## src/rtl/hazard_forward_ctrl.sv

```systemverilog
// Decode-stage hazard controller: tracks EX/MEM destinations, registers the
// forwarding selects for the issuing instruction and raises load-use stalls.
module hazard_forward_ctrl #(
    parameter int REGW = 3,
    parameter int CNTW = 16
) (
    input  logic            clk,
    input  logic            rst,
    input  logic            id_valid,
    input  logic [REGW-1:0] id_rs_a,
    input  logic [REGW-1:0] id_rs_b,
    input  logic            id_use_a,
    input  logic            id_use_b,
    input  logic [REGW-1:0] id_rd,
    input  logic            id_wr,
    input  logic            id_load,
    input  logic            id_store,
    input  logic            flush,
    output logic            stall,
    output logic            one_a,
    output logic            one_b,
    output logic            two_a,
    output logic            two_b,
    output logic            mw_one,
    output logic            mw_two,
    output logic [CNTW-1:0] stall_count
);

    logic [REGW-1:0] ex_rd_q, ex_rd_d;
    logic            ex_wr_q, ex_wr_d;
    logic            ex_load_q, ex_load_d;
    logic [REGW-1:0] mem_rd_q;
    logic            mem_wr_q;

    logic one_a_q, one_a_d, two_a_q, two_a_d;
    logic one_b_q, one_b_d, two_b_q, two_b_d;
    logic mw_one_q, mw_one_d, mw_two_q, mw_two_d;
    logic [CNTW-1:0] count_q, count_d;

    logic ex_live, mem_live, issue;

    // Operand 0 is source A, operand 1 is source B (store data for stores).
    logic [1:0][REGW-1:0] op_rs;
    logic [1:0]           op_use;
    logic [1:0]           hit1;
    logic [1:0]           hit2;

    assign op_rs[0]  = id_rs_a;
    assign op_rs[1]  = id_rs_b;
    assign op_use[0] = id_use_a;
    assign op_use[1] = id_use_b;

    // rd==0 never counts as live, so an r0 source can never match.
    assign ex_live  = ex_wr_q && (ex_rd_q != '0);
    assign mem_live = mem_wr_q && (mem_rd_q != '0);

    generate
        for (genvar gi = 0; gi < 2; gi++) begin : g_hit
            assign hit1[gi] = op_use[gi] && (op_rs[gi] == ex_rd_q) && ex_live;
            assign hit2[gi] = op_use[gi] && (op_rs[gi] == mem_rd_q) && mem_live;
        end
    endgenerate

    // Store data produced by a load in EX is picked up later via mw_one.
    assign stall = id_valid && !flush && ex_load_q && (hit1[0] || (hit1[1] && !id_store));
    assign issue = id_valid && !stall && !flush;

    always_comb begin
        ex_rd_d   = issue ? id_rd   : '0;
        ex_wr_d   = issue && id_wr;
        ex_load_d = issue && id_load;

        one_a_d  = issue && hit1[0];
        two_a_d  = issue && hit2[0] && !hit1[0];
        one_b_d  = issue && !id_store && hit1[1];
        two_b_d  = issue && !id_store && hit2[1] && !hit1[1];
        mw_one_d = issue && id_store && hit1[1];
        mw_two_d = issue && id_store && hit2[1] && !hit1[1];

        count_d = count_q;
        if (stall && (count_q != '1)) begin
            count_d = count_q + CNTW'(1);
        end
    end

    always_ff @(posedge clk) begin
        if (rst) begin
            ex_rd_q   <= '0;
            ex_wr_q   <= 1'b0;
            ex_load_q <= 1'b0;
            mem_rd_q  <= '0;
            mem_wr_q  <= 1'b0;
            one_a_q   <= 1'b0;
            two_a_q   <= 1'b0;
            one_b_q   <= 1'b0;
            two_b_q   <= 1'b0;
            mw_one_q  <= 1'b0;
            mw_two_q  <= 1'b0;
            count_q   <= '0;
        end else begin
            mem_rd_q  <= ex_rd_q;
            mem_wr_q  <= ex_wr_q;
            ex_rd_q   <= ex_rd_d;
            ex_wr_q   <= ex_wr_d;
            ex_load_q <= ex_load_d;
            one_a_q   <= one_a_d;
            two_a_q   <= two_a_d;
            one_b_q   <= one_b_d;
            two_b_q   <= two_b_d;
            mw_one_q  <= mw_one_d;
            mw_two_q  <= mw_two_d;
            count_q   <= count_d;
        end
    end

    assign one_a       = one_a_q;
    assign two_a       = two_a_q;
    assign one_b       = one_b_q;
    assign two_b       = two_b_q;
    assign mw_one      = mw_one_q;
    assign mw_two      = mw_two_q;
    assign stall_count = count_q;

endmodule

```

## config.mk

```make
export PLATFORM = sky130hd
export DESIGN_NAME = hazard_forward_ctrl
export DESIGN_NICKNAME = d
export VERILOG_FILES = /design/src/rtl/hazard_forward_ctrl.sv
export SDC_FILE = /design/constraint.sdc
export NUM_CORES = 1
export LEC_CHECK = 0
export BUFFER_PORTS_ARGS = -buffer_cell sky130_fd_sc_hd__buf_2
export CAP_MARGIN = 20
export CORE_ASPECT_RATIO = 0.6
export CORE_MARGIN = 2
export CORE_UTILIZATION = 50
export DETAILED_ROUTE_END_ITERATION = 8
export PLACE_DENSITY = 0.77
export SYNTH_ARGS = -nofsm -noshare
export SYNTH_HDL_FRONTEND = slang
export SYNTH_SLANG_ARGS = --single-unit
export TNS_END_PERCENT = 20
```

## constraint.sdc

```tcl
create_clock -name clk -period 2.1 [get_ports clk]
set_input_delay 0.105 -clock clk [delete_from_list [all_inputs] [get_ports clk]]
set_output_delay 0.105 -clock clk [all_outputs]
set_load 0.05 [all_outputs]
```

======== Word-level counts from Yosys, hierarchy flattened ========
Index checks and enable logic that the tools add are counted.
operators by class
  reductions and logical operators ........ 39
  divide/modulo/power cells ............... 0
  shifts and indexed selects .............. 0
  multipliers ............................. 0
  add/subtract/negate cells ............... 1
  bitwise logic cells ..................... 1
  eq/ne operators ......................... 5
  order comparisons ....................... 0
  mux-type cells .......................... 0
operators with widths
  kind                   count
  $logic_and 1x1->1      30
  $add 16x1->16 const B  1
  $ne 16x16->1 const B   1
  $eq 3x3->1             4
  $reduce_bool 3->1      2
  $logic_not 1->1        5
  $reduce_or 2->1        1
  $logic_or 1x1->1       1
  $not 1->1              1
storage, ports and cells
  latch bits .............................. 0
  register bits after elaboration ......... 31
  memories kept ........................... 0
  memory bits (writable) .................. 0
  word-level logic and storage cells ...... 58
  bits of input ports ..................... 18
  memory bits (read-only) ................. 0

======== Logic depth before layout (Yosys ltp) ========
  depth in word-level cells ............... 12
  gate-level depth with buffers ........... 7
  gate-level depth less buffers ........... 6

======== Worst setup path after synthesis ========
OpenSTA, ideal clock, no wires.
  path type ............................... register to register
  start point ............................. reg count_q[6], in the netlist stall_count[6]
  end point ............................... reg count_q[1], in the netlist stall_count[1]
  arrival ................................. 1.886 ns
  period minus slack after synthesis ...... 2.018 ns
  library setup time ...................... 0.132 ns
  cell stages (with the launch flop) ...... 7
  slack ................................... 0.082 ns
  cells stage by stage .................... dfxtp_1 and4_1 nand2_1 nor2_1 clkbuf_1 nand3b_1 a21oi_1
between the ends
  longest elaborated chain between the ends .. 2
ends and longest elaborated chain
  item                      line  text
  start: declaration        38    logic [CNTW-1:0] count_q, count_d;
  start signal: assignment  112   count_q <= count_d;
  $ne 16x16->1              81    if (stall && (count_q != '1)) begin
  $logic_and 1x1->1         81
Every way passes these cells.
A chain may end at the register's enable or synchronous reset.

======== Worst setup path after layout ========
  start point ............................. reg ex_rd_q[0]
  end point ............................... reg count_q[6], in the netlist stall_count[6]
between the ends
  longest elaborated chain between the ends .. 7
  elaborated cells on any way between the ends .. 12
  classes of those cells .................. 2 x eq/ne; 10 x reduce/logical
ends and longest elaborated chain
  item                                                    line    text
  start: declaration                                      29      logic [REGW-1:0] ex_rd_q, ex_rd_d;
  start signal: assignment                                103     ex_rd_q <= ex_rd_d;
  $eq 3x3->1 / $reduce_bool 3->1 (equally long branches)  59, 54
  $logic_and 1x1->1, on equally long branches             59, 54
  $logic_and 1x1->1                                       59      assign hit1[gi] = op_use[gi] && (op_rs[gi] == ex_rd_q) && ex_live;
  $logic_and 1x1->1                                       65      assign stall = id_valid && !flush && ex_load_q && (hit1[0] || (hit1[1] && !id_store));
  $logic_or 1x1->1 *                                      65
  $logic_and 1x1->1 *                                     65
  $logic_and 1x1->1 *                                     81
Mark *: on every way between the ends. The rest lies on a longest branch, timed or not.

==> run metrics <==
status completed; gr busiest metal met2; post-synthesis sequential area ratio 43.39%; Arr. time, crit path 2.23 ns; worst skew pair latency 0.29 ns; global routing usage on met2 37.84%; WL/cell 16.40 um; row cnt 14; maximum clock rate 0.4951 GHz; fill count 206; Die Area 0.003318 mm2; CTS tree done; met3 Track Usage GR 8.628%; Synth Area in Compound Gates 13.04%; slew of the pin with the lowest slew margin 0.4888 ns; async set-reset flop share out of synthesis 0%; Reg area 621.8 um2; gr ovfl total 0; DR pass1 iterations 4; # diodes 0; final worst-path cycle share 96.17%; first-pass GRT wire length 6.279 mm; top-area cell type share of the netlist area 43.39%; top cells by area, synth dfxtp_1 43%, xor2_1 4.3%, o31ai_1 4.2%, or4_1 4.2%, a21oi_1 3.8%; vias in the first global route 1305; Final GP Congestion 0.9916; Top FF cell, synth dfxtp_1; min cycle time layout 2.020 ns; H-tree levels 2; post-synth net total 177; Max Cap Violations 0; CTS Buf Count 5; DRC 0; CTS clk-pin slew, worst paths 0.07 ns; mapped cell area 0.001430 mm2; EDFF count, synth 0; Longest Clk Path Bufs 2; layout cells sized above 1 30.95%; worst hold margin 0.03315 ns; worst vdd ir 0.4915 mV; total track usage 25.86%; Synth area leader dfxtp_1; Die Ht 45.43 um; area delta synth->final 27.73%; Starting Density 54.79%; Root Driver clkbuf_8; Yosys reg bits 31; IO buf count 40; Worst Path Max Fanout 8; leakage 0.7613 nW; CTS sink cnt 31; post-layout net count 228; mux cell area share after synthesis 2.362%; hold-fix buffers at CTS 0; Worst setup EP type flip-flop; maximum number of pins on one net before global-route repair 25; critical path launch point type flip-flop; Synth cell types 36; post-route ant nets 0; Vias 1452; Iteration-0 DRC Markers 179; Avg Cell Area, Syn 9.051 um2; M1 GR Usage 36.55%; Placeable Area 0.002610 mm2; I/O pins 41; post-synthesis simple-gate area fraction 30.10%; Final setup viols 0; skew final 0.004197 ns; Fin. Hold Viols 0; Pins Over Slew Limit 0; post-synthesis xor/xnor area fraction 7.349%; relative slew slack 67.11%; Cells after Synth 158; Setup TNS Final 0 ns; largest family of logic cells by synthesized area simple AND/OR/NAND/NOR gates; vias per std cell 6.000; Post-Synth Adder-Cell Area 0.8749%; Die W 73.05 um; Hold Path Class input port to flip-flop; Crit Path Category flip-flop to flip-flop; RSZ-0062 raised after global routing false; Synth Warn # 0; P per Cell Area 616.4 mW/mm2; WP data required 2.31 ns; Post-Route WL 3.969 mm; post-DP HPWL 2.861 mm; initial antenna violation count 0; area of the multi-input gates 797.0 um2
## layer usage
layer / wire (um) / part of all wire (%)
met3: 330 / 8.3
met5: 0 / 0
met2: 1729 / 44
met1: 1859 / 47
met4: 50 / 1.3
## power by group
group / total, W / internal (W) / switching, W
Combinational: 0.0000604 / 0.0000269 / 0.0000334
Sequential: 0.000596 / 0.000592 / 0.00000413
Clock: 0.000470 / 0.000230 / 0.000240
## timing repair
| item | CTS | global route |
|---|---|---|
| cloned | 0 | 1 |
| gates resized for setup | 1 | 3 |
| endpoints found under the setup margin | 1 | 6 |
| buffers inserted | 0 | 4 |
| pin swaps | 0 | 2 |
## layout by cell type, fill, tap and decap left out, drive strengths merged, types with 2 or more instances in the layout
cell	instances
and3	7
xnor2	5
or4	8
o21ai	5
and4	3
inv	3
mux2	3
nor4	5
xor2	7
nand2	9
nor2b	7
nand3	5
a21oi	11
buf	49
clkinvlp	2
nand4	5
o31ai	8
nor2	11
or3	2
a211oi	2
nor3	4
clkbuf	5
dfxtp	31
## worst max-delay path, cell delays in order (launching register included)
cell and delay, ns:
dfxtp_1 0.35, xor2_1 0.21, nor4_4 0.39, o21ai_4 0.15, buf_4 0.18, or4_1 0.50
a21oi_1 0.18
## Yosys cell counts (2+ instances only)
cell type and number:
a211oi_1 2, o31ai_1 8, a21oi_1 11, inv_1 3, nand4_1 5, nor2_1 11, and4_1 3, or3_1 2
nor3_1 4, clkbuf_1 5, mux2_2 3, dfxtp_1 31, xnor2_1 5, nor2b_1 7, nor4_1 4, nand2_1 9
xor2_1 7, o21ai_0 3, and3_1 7, nand3_1 5, or4_1 8
## final cells by class
cell class | instances | share of cell area, %
Timing Repair Buffer | 49 | 14.66
Inverter | 3 | 0.6164
Clock inverter | 3 | 1.096
Clock buffer | 5 | 3.767
Sequential cell | 31 | 34.04
Multi-Input combinational cell | 119 | 43.63
Tap cell | 32 | 2.192
## cells by family (layout without fill, tap and decap cells)
kind of cell / after synthesis / count (layout)
mux: 3 / 3
buf+inv: 9 / 60
xor+xnor: 12 / 12
fa+ha+maj: 1 / 1
compound gates: 29 / 30
simple gates: 73 / 73
flops: 31 / 31
## flip-flops by register name, indices dropped and copies added, names as in the netlist
register,count
one_a,1
mem_wr_q,1
ex_load_q,1
mw_two,1
two_b,1
stall_count,16
one_b,1
mw_one,1
mem_rd_q,3
ex_wr_q,1
two_a,1
ex_rd_q,3
## final timing paths
path	startpoint	endpoint	slack, ns	cells after the start
setup / recovery	ex_rd_q[0]	stall_count[6]	0.08	6
hold reg to reg	ex_wr_q	mem_wr_q	0.50	1
setup reg to reg	ex_rd_q[0]	stall_count[6]	0.08	6
hold / removal	id_store	two_b	0.03	2
## through the flow
stage | setup slack (ns) | cell area (um2) | total power [W] | util (%) | instances
final | 0.08036 | 1827 | 0.001126 | 69.99 | 242
after floorplan | 0.08185 | 1430 | 0.0006355 | - | 158
after global routing | 0.01130 | 1827 | 0.001167 | 69.99 | 242
after detailed placement | 0.05342 | 1678 | 0.0006647 | 64.29 | 229
after global placement | 0.09784 | 1678 | 0.0006627 | 64.29 | 229
after CTS | 0.05670 | 1774 | 0.001119 | 67.98 | 237
Note: power is estimated with default switching activity, not from simulation.
